File: src/rtl/mem_pkg.sv
`default_nettype none
// ============================================================================
// Module   : mem_pkg
// Brief    : Shared widths, op encodings and FSM states for the memory responder
// Revision : 1.0 - initial release
// ============================================================================
package mem_pkg;

    localparam int ADDR_W    = 5;
    localparam int DATA_W    = 3;
    localparam int MEM_WORDS = 32;

    localparam logic [1:0] OP_READ    = 2'b00;
    localparam logic [1:0] OP_WRITE   = 2'b01;
    localparam logic [1:0] OP_WB_READ = 2'b10;

    typedef enum logic [1:0] {
        IDLE = 2'd0,
        WAIT = 2'd1,
        RESP = 2'd2
    } state_t;

endpackage
`default_nettype wire

File: src/rtl/main_memory_responder_if.sv
`default_nettype none
// ============================================================================
// Module   : main_memory_responder_if
// Brief    : Request/response channel and debug peek port between L1 and memory
// Revision : 1.0 - initial release
// ============================================================================
interface main_memory_responder_if
    import mem_pkg::*;
();

    logic              req_valid;
    logic              req_ready;
    logic [1:0]        req_op;
    logic [ADDR_W-1:0] req_address;
    logic [DATA_W-1:0] req_wdata;
    logic [ADDR_W-1:0] wb_address;
    logic [DATA_W-1:0] wb_data;
    logic              resp_valid;
    logic [DATA_W-1:0] resp_data;
    logic [ADDR_W-1:0] peek_address;
    logic [DATA_W-1:0] peek_data;

    modport master (
        output req_valid, req_op, req_address, req_wdata, wb_address, wb_data,
        output peek_address,
        input  req_ready, resp_valid, resp_data, peek_data
    );

    modport slave (
        input  req_valid, req_op, req_address, req_wdata, wb_address, wb_data,
        input  peek_address,
        output req_ready, resp_valid, resp_data, peek_data
    );

endinterface
`default_nettype wire

File: src/rtl/mem_array.sv
`default_nettype none
// ============================================================================
// Module   : mem_array
// Brief    : 32-word storage, one sync write port, fill and peek async reads
// Revision : 1.0 - initial release
// ============================================================================
module mem_array
    import mem_pkg::*;
(
    input  wire logic              clock,
    input  wire logic              reset,
    input  wire logic              we,
    input  wire logic [ADDR_W-1:0] waddr,
    input  wire logic [DATA_W-1:0] wdata,
    input  wire logic [ADDR_W-1:0] fill_addr,
    output logic      [DATA_W-1:0] fill_data,
    input  wire logic [ADDR_W-1:0] peek_addr,
    output logic      [DATA_W-1:0] peek_data
);

    logic [DATA_W-1:0] r_mem [MEM_WORDS];

    // Reset restores the known pattern mem[i] = i[2:0], discarding all writes
    always_ff @(posedge clock) begin
        if (reset) begin
            for (int i = 0; i < MEM_WORDS; i++) begin
                r_mem[i] <= DATA_W'(i);
            end
        end else if (we) begin
            r_mem[waddr] <= wdata;
        end
    end

    assign fill_data = r_mem[fill_addr];
    assign peek_data = r_mem[peek_addr];

endmodule
`default_nettype wire

File: src/rtl/main_memory_responder.sv
`default_nettype none
// ============================================================================
// Module   : main_memory_responder
// Brief    : Fixed-latency single-outstanding backing store below the L1 cache
// Revision : 1.0 - initial release
// ============================================================================
module main_memory_responder
    import mem_pkg::*;
#(
    parameter int LATENCY = 2
) (
    input  wire logic                clock,
    input  wire logic                reset,
    main_memory_responder_if.slave   bus
);

    state_t            r_state;
    logic [3:0]        r_cnt;
    logic [1:0]        r_op;
    logic [ADDR_W-1:0] r_addr;
    logic              r_req_ready;
    logic              r_resp_valid;
    logic [DATA_W-1:0] r_resp_data;
    logic [DATA_W-1:0] r_peek_data;

    logic              w_accept;
    logic              w_is_wb;
    logic              w_is_write;
    logic              w_we;
    logic [ADDR_W-1:0] w_waddr;
    logic [DATA_W-1:0] w_wdata;
    logic [DATA_W-1:0] w_fill_data;
    logic [DATA_W-1:0] w_peek_data;

    localparam logic [3:0] c_CNT_SINGLE = 4'(LATENCY - 1);
    localparam logic [3:0] c_CNT_DOUBLE = 4'(2 * LATENCY - 1);

    assign w_accept   = (r_state == IDLE) && bus.req_valid;
    assign w_is_wb    = (bus.req_op == OP_WB_READ);
    assign w_is_write = (bus.req_op == OP_WRITE);

    // Both WRITE data and the WB_READ eviction commit on the acceptance edge,
    // so a fill of the evicted address later reads the freshly written word.
    assign w_we    = w_accept && (w_is_write || w_is_wb);
    assign w_waddr = w_is_wb ? bus.wb_address : bus.req_address;
    assign w_wdata = w_is_wb ? bus.wb_data    : bus.req_wdata;

    mem_array u_mem_array (
        .clock     (clock),
        .reset     (reset),
        .we        (w_we),
        .waddr     (w_waddr),
        .wdata     (w_wdata),
        .fill_addr (r_addr),
        .fill_data (w_fill_data),
        .peek_addr (bus.peek_address),
        .peek_data (w_peek_data)
    );

    always_ff @(posedge clock) begin
        if (reset) begin
            r_state      <= IDLE;
            r_cnt        <= '0;
            r_op         <= OP_READ;
            r_addr       <= '0;
            r_req_ready  <= 1'b1;
            r_resp_valid <= 1'b0;
            r_resp_data  <= '0;
            r_peek_data  <= '0;
        end else begin
            r_peek_data <= w_peek_data;
            case (r_state)
                IDLE: begin
                    if (bus.req_valid) begin
                        // Reserved op 11 collapses onto READ here
                        r_op        <= w_is_wb ? OP_WB_READ : (w_is_write ? OP_WRITE : OP_READ);
                        r_addr      <= bus.req_address;
                        r_cnt       <= w_is_wb ? c_CNT_DOUBLE : c_CNT_SINGLE;
                        r_req_ready <= 1'b0;
                        r_state     <= WAIT;
                    end
                end
                WAIT: begin
                    if (r_cnt == 4'd0) begin
                        r_resp_valid <= 1'b1;
                        r_resp_data  <= (r_op == OP_WRITE) ? '0 : w_fill_data;
                        r_state      <= RESP;
                    end else begin
                        r_cnt <= r_cnt - 4'd1;
                    end
                end
                RESP: begin
                    r_resp_valid <= 1'b0;
                    r_req_ready  <= 1'b1;
                    r_state      <= IDLE;
                end
                default: begin
                    r_resp_valid <= 1'b0;
                    r_req_ready  <= 1'b1;
                    r_state      <= IDLE;
                end
            endcase
        end
    end

    assign bus.req_ready  = r_req_ready;
    assign bus.resp_valid = r_resp_valid;
    assign bus.resp_data  = r_resp_data;
    assign bus.peek_data  = r_peek_data;

endmodule
`default_nettype wire

File: src/flat_wrapper.sv
// flat-port wrapper written by rule: the top's interface ports become plain ports
module main_memory_responder_flat import mem_pkg::*;
#(
    parameter int LATENCY = 2
)
  (clock, reset, bus_req_valid, bus_req_op, bus_req_address, bus_req_wdata, bus_wb_address, bus_wb_data, bus_peek_address, bus_req_ready, bus_resp_valid, bus_resp_data, bus_peek_data);
  main_memory_responder_if bus_i ();
  input  wire logic clock;
  input  wire logic reset;
  input wire logic [$bits(bus_i.req_valid)-1:0] bus_req_valid;
  input wire logic [$bits(bus_i.req_op)-1:0] bus_req_op;
  input wire logic [$bits(bus_i.req_address)-1:0] bus_req_address;
  input wire logic [$bits(bus_i.req_wdata)-1:0] bus_req_wdata;
  input wire logic [$bits(bus_i.wb_address)-1:0] bus_wb_address;
  input wire logic [$bits(bus_i.wb_data)-1:0] bus_wb_data;
  input wire logic [$bits(bus_i.peek_address)-1:0] bus_peek_address;
  output wire logic [$bits(bus_i.req_ready)-1:0] bus_req_ready;
  output wire logic [$bits(bus_i.resp_valid)-1:0] bus_resp_valid;
  output wire logic [$bits(bus_i.resp_data)-1:0] bus_resp_data;
  output wire logic [$bits(bus_i.peek_data)-1:0] bus_peek_data;
  assign bus_i.req_valid = bus_req_valid;
  assign bus_i.req_op = bus_req_op;
  assign bus_i.req_address = bus_req_address;
  assign bus_i.req_wdata = bus_req_wdata;
  assign bus_i.wb_address = bus_wb_address;
  assign bus_i.wb_data = bus_wb_data;
  assign bus_i.peek_address = bus_peek_address;
  assign bus_req_ready = bus_i.req_ready;
  assign bus_resp_valid = bus_i.resp_valid;
  assign bus_resp_data = bus_i.resp_data;
  assign bus_peek_data = bus_i.peek_data;
  main_memory_responder #(.LATENCY(LATENCY)) u_core (.clock(clock), .reset(reset), .bus(bus_i));
endmodule
File: config.mk
export PLATFORM = sky130hd
export DESIGN_NAME = main_memory_responder_flat
export DESIGN_NICKNAME = d
export VERILOG_FILES = /design/src/rtl/mem_pkg.sv /design/src/rtl/main_memory_responder_if.sv /design/src/rtl/mem_array.sv /design/src/rtl/main_memory_responder.sv /design/src/flat_wrapper.sv
export SDC_FILE = /design/constraint.sdc
export NUM_CORES = 1
export LEC_CHECK = 0
export BUFFER_PORTS_ARGS = -buffer_cell sky130_fd_sc_hd__buf_2
export CAP_MARGIN = 15
export CORE_MARGIN = 4
export CORE_UTILIZATION = 40
export DETAILED_ROUTE_END_ITERATION = 10
export PLACE_DENSITY_LB_ADDON = 0.1
export SETUP_SLACK_MARGIN = 0.02
export SYNTH_ARGS = -nofsm -noshare
export SYNTH_HDL_FRONTEND = slang
export SYNTH_SLANG_ARGS = --single-unit
File: constraint.sdc
create_clock -name clock -period 1.95 [get_ports clock]
set_input_delay 0.0975 -clock clock [delete_from_list [all_inputs] [get_ports clock]]
set_output_delay 0.0975 -clock clock [all_outputs]
set_load 0.02 [all_outputs]
==> reports/qor.csv <==
stage,metric,value,unit
route,wl_met1,8739,um
synth,synth_mux_area_frac,0.1979,
route,route.met2.wl,9240,um
synth,syn_area_per_cell,12.55,um^2
synth,synth_top_area_cell,edfxtp_1,
floorplan,die_h,135.7,um
critical_path,worst_setup_path_end_kind,flip-flop,
timing,worst_slew_pin_slew,0.6757,ns
route,dr.pass1.iters,5,
cts,cts_tree,done,
route,routed_wl,20340,um
timing,slew_violations,0,
cts,clk_latency,0.42,ns
cells_and_area,num_antenna_cells,0,
synth,synthXorXnorAreaFrac,0.002684,
synth,synthAdderAreaFrac,0.007669,
timing,hold_viol,0,
timing,rsz0062_at_grt,true,
cts,cts_root_buf,clkbuf_16,
power,leakage,2.925,nW
synth,synth_compound_area_frac,0.08570,
critical_path,startpoint_type,flip-flop,
timing,finalClockSkew,0.007074,ns
synth,synth_area_leaders,"edfxtp_1 (44%), mux4_2 (17%), dfxtp_1 (8.0%)",
placement,placed_area,7525,um^2
cts,cts.htree.levels,4,
route,dr.first_iter.drc_count,452,
cells_and_area,area_delta_synth_final,29.62,%
synth,synth_edf_count,96,
cells_and_area,final_cell_mix,"edfxtp_1 (96), buf_4 (71), nor2_1 (66)",
synth,ys_dominant_reg_cell,edfxtp_1,
global_route,grt_pass1_wl,30300,um
critical_path,criticalPathCategory,reg -> reg,
timing,worst_slack,-0.1383,ns
synth,synth_seq_cells,122,
timing,period_needed,2.088,ns
cts,cts_buffers,17,
floorplan,start_util,0.4094,
critical_path,path_max_fanout,7,
synth,ys_types,54,
cells_and_area,fin_util,0.5306,
synth,netlist_area,6526,um^2
global_route,grtUsageTotal,0.2286,
critical_path,arrival,2.24,ns
power,power-per-cell-area,892.3,nW/um^2
worst_hold_path,hold_class,in -> reg,
route,wl_per_cell,23.68,um
placement,place_hpwl,15130,um
cells_and_area,final_common_cell,edfxtp_1,
power,irDropWorstVdd,0.0007302,V
timing,max_freq,478.9,MHz
cells_and_area,nFillCells,1403,
cts,clock_sinks,122,
critical_path,r2r_setup_slack,-0.14,ns
placement,gp_congestion,0.8624,
synth,synth_fp_nets,550,
timing,whs,0.009105,ns
synth,yosys.area_share.simple,0.1591,
floorplan,num_rows,46,
global_route,grt_max_degree,53,
floorplan,die_width,135.7,um
synth,yosysSeqAreaShare,0.5215,
route,ant_nets,0,
cells_and_area,drive_gt1_frac,0.3981,
synth,synth_cells,520,
route,drc_errors,0,
synth,synth_top_family_by_area,multiplexers,
route,vias,4998,
global_route,antenna_found_initial,0,
floorplan,die_area,18420,um^2
timing,maxSlewHeadroom,0.5495,
route,viasPerCell,5.818,
floorplan,core_area,15940,um^2
route,dr_wl_met3,1627,um
critical_path,worstPathRequired,2.11,ns
timing,setup-violations-final,104,
synth,async_flop_share,0,
timing,finalCritPeriodShare,1.071,
synth,synth_top_area_frac,0.4417,
floorplan,ios,34,
status,status,finished with violations,
status,violations,negative setup slack,
cells_and_area,fin_area,8459,um^2
route,top_layer_used,met4,
placement,io_buffer_count,33,
global_route,grt_pass1_vias,4899,
run,maxCapViolCount,0,
synth,yosysWarningCount,0,
cells_and_area,nets,660,
cts,cts_buffer_depth,2,
cts,clkTransAtPathRegs,0.06,ns
global_route,grt.overflow.total,0,
critical path: stages, from the launching register on:
cell	delay [ns]
dfxtp_2	0.32
or4b_4	0.53
buf_6	0.16
or4_4	0.46
or3_1	0.37
cell families after synthesis:
kind of cell               Yosys count
AOI/OAI and AO/OA                   75
DFF                                122
and+or+nand+nor                    209
xor gates and xnor gates             2
adders and majority gates            4
buffers and inverters               40
muxes                               68
state kept, by name, indices dropped and copies added (netlist names), named ones only:
name	flops
u_core.u_mem_array.r_mem	96
u_core.r_addr	5
u_core.r_cnt	4
u_core.bus.peek_data	3
u_core.bus.resp_data	3
u_core.r_op	2
u_core.r_state	2
u_core.bus.req_ready	1
u_core.bus.resp_valid	1
final timing paths:
path | start | to | cells after the start
setup / recovery | u_core.r_state[0]$_SDFFE_PP0P_ | u_core.u_mem_array.r_mem[9][0]$_SDFFCE_PN1P_ | 4
setup reg to reg | u_core.r_state[0]$_SDFFE_PP0P_ | u_core.u_mem_array.r_mem[9][0]$_SDFFCE_PN1P_ | 4
hold reg to reg | u_core.bus.resp_valid$_SDFFE_PP0P_ | u_core.bus.resp_valid$_SDFFE_PP0P_ | 2
hold / removal | bus_req_address[1] | u_core.r_addr[1]$_SDFFE_PP0P_ | 3
stage by stage:
stage | worst slack (ns) | TNS [ns] | power (W) | instances
CTS | -0.1486 | -10.43 | 0.007493 | 846
global route | -0.1836 | -15.11 | 0.007812 | 859
detailed placement | -0.2200 | -17.93 | 0.004211 | 811
floorplan | -0.1014 | -4.624 | 0.003728 | 520
finish | -0.1383 | -7.006 | 0.007548 | 859
global placement | -0.1776 | -16.02 | 0.004199 | 811
cell type report:
cell class	count	area [um^2]	share of cell area
inverter	6	22.52	0.002662
clock inverter	13	176.4	0.02085
multi-input combinational	358	3107	0.3673
tap	216	270.3	0.03195
sequential	122	3408	0.4029
clock buffer	19	432.9	0.05118
timing repair buffer	125	1042	0.1232
report_power, final:
group          switching, W  internal [W]  leakage (nW)  total (W)
clock               0.00115       0.00212         0.284    0.00327
sequential        0.0000808       0.00291          1.04    0.00299
combinational      0.000666      0.000619          1.60    0.00129
Yosys cell counts (all sizes together) (3+ instances only):
library cell	number
a2111oi	4
a211oi	8
a21o	32
a21oi	7
and3	4
buf	15
clkbuf	19
dfxtp	26
edfxtp	96
ha	4
inv	6
mux2	8
mux2i	12
mux4	48
nand2	68
nand2b	5
nand3	7
nand3b	3
nor2	74
nor2b	11
nor3	5
nor3b	3
nor4	9
o21ai	4
o221ai	3
o22a	3
or3b	3
or4	5
or4b	4
layer usage:
layer | global-route usage | vias to the layer above
met5 | 0 | -
met4 | 0.09630 | 0
met3 | 0.05684 | 47
met2 | 0.3432 | 249
met1 | 0.3177 | 2475
li1 | - | 2227
what timing repair did:
item,in CTS,in global routing
hold buffers,2,0
pin swaps,37,7
resized for setup,24,19
setup buffers,1,12
endpoints found under the setup margin,176,180
endpoints found under the hold margin,4,0
cloned,0,1
No activity file was read; power rests on OpenSTA's default activity.
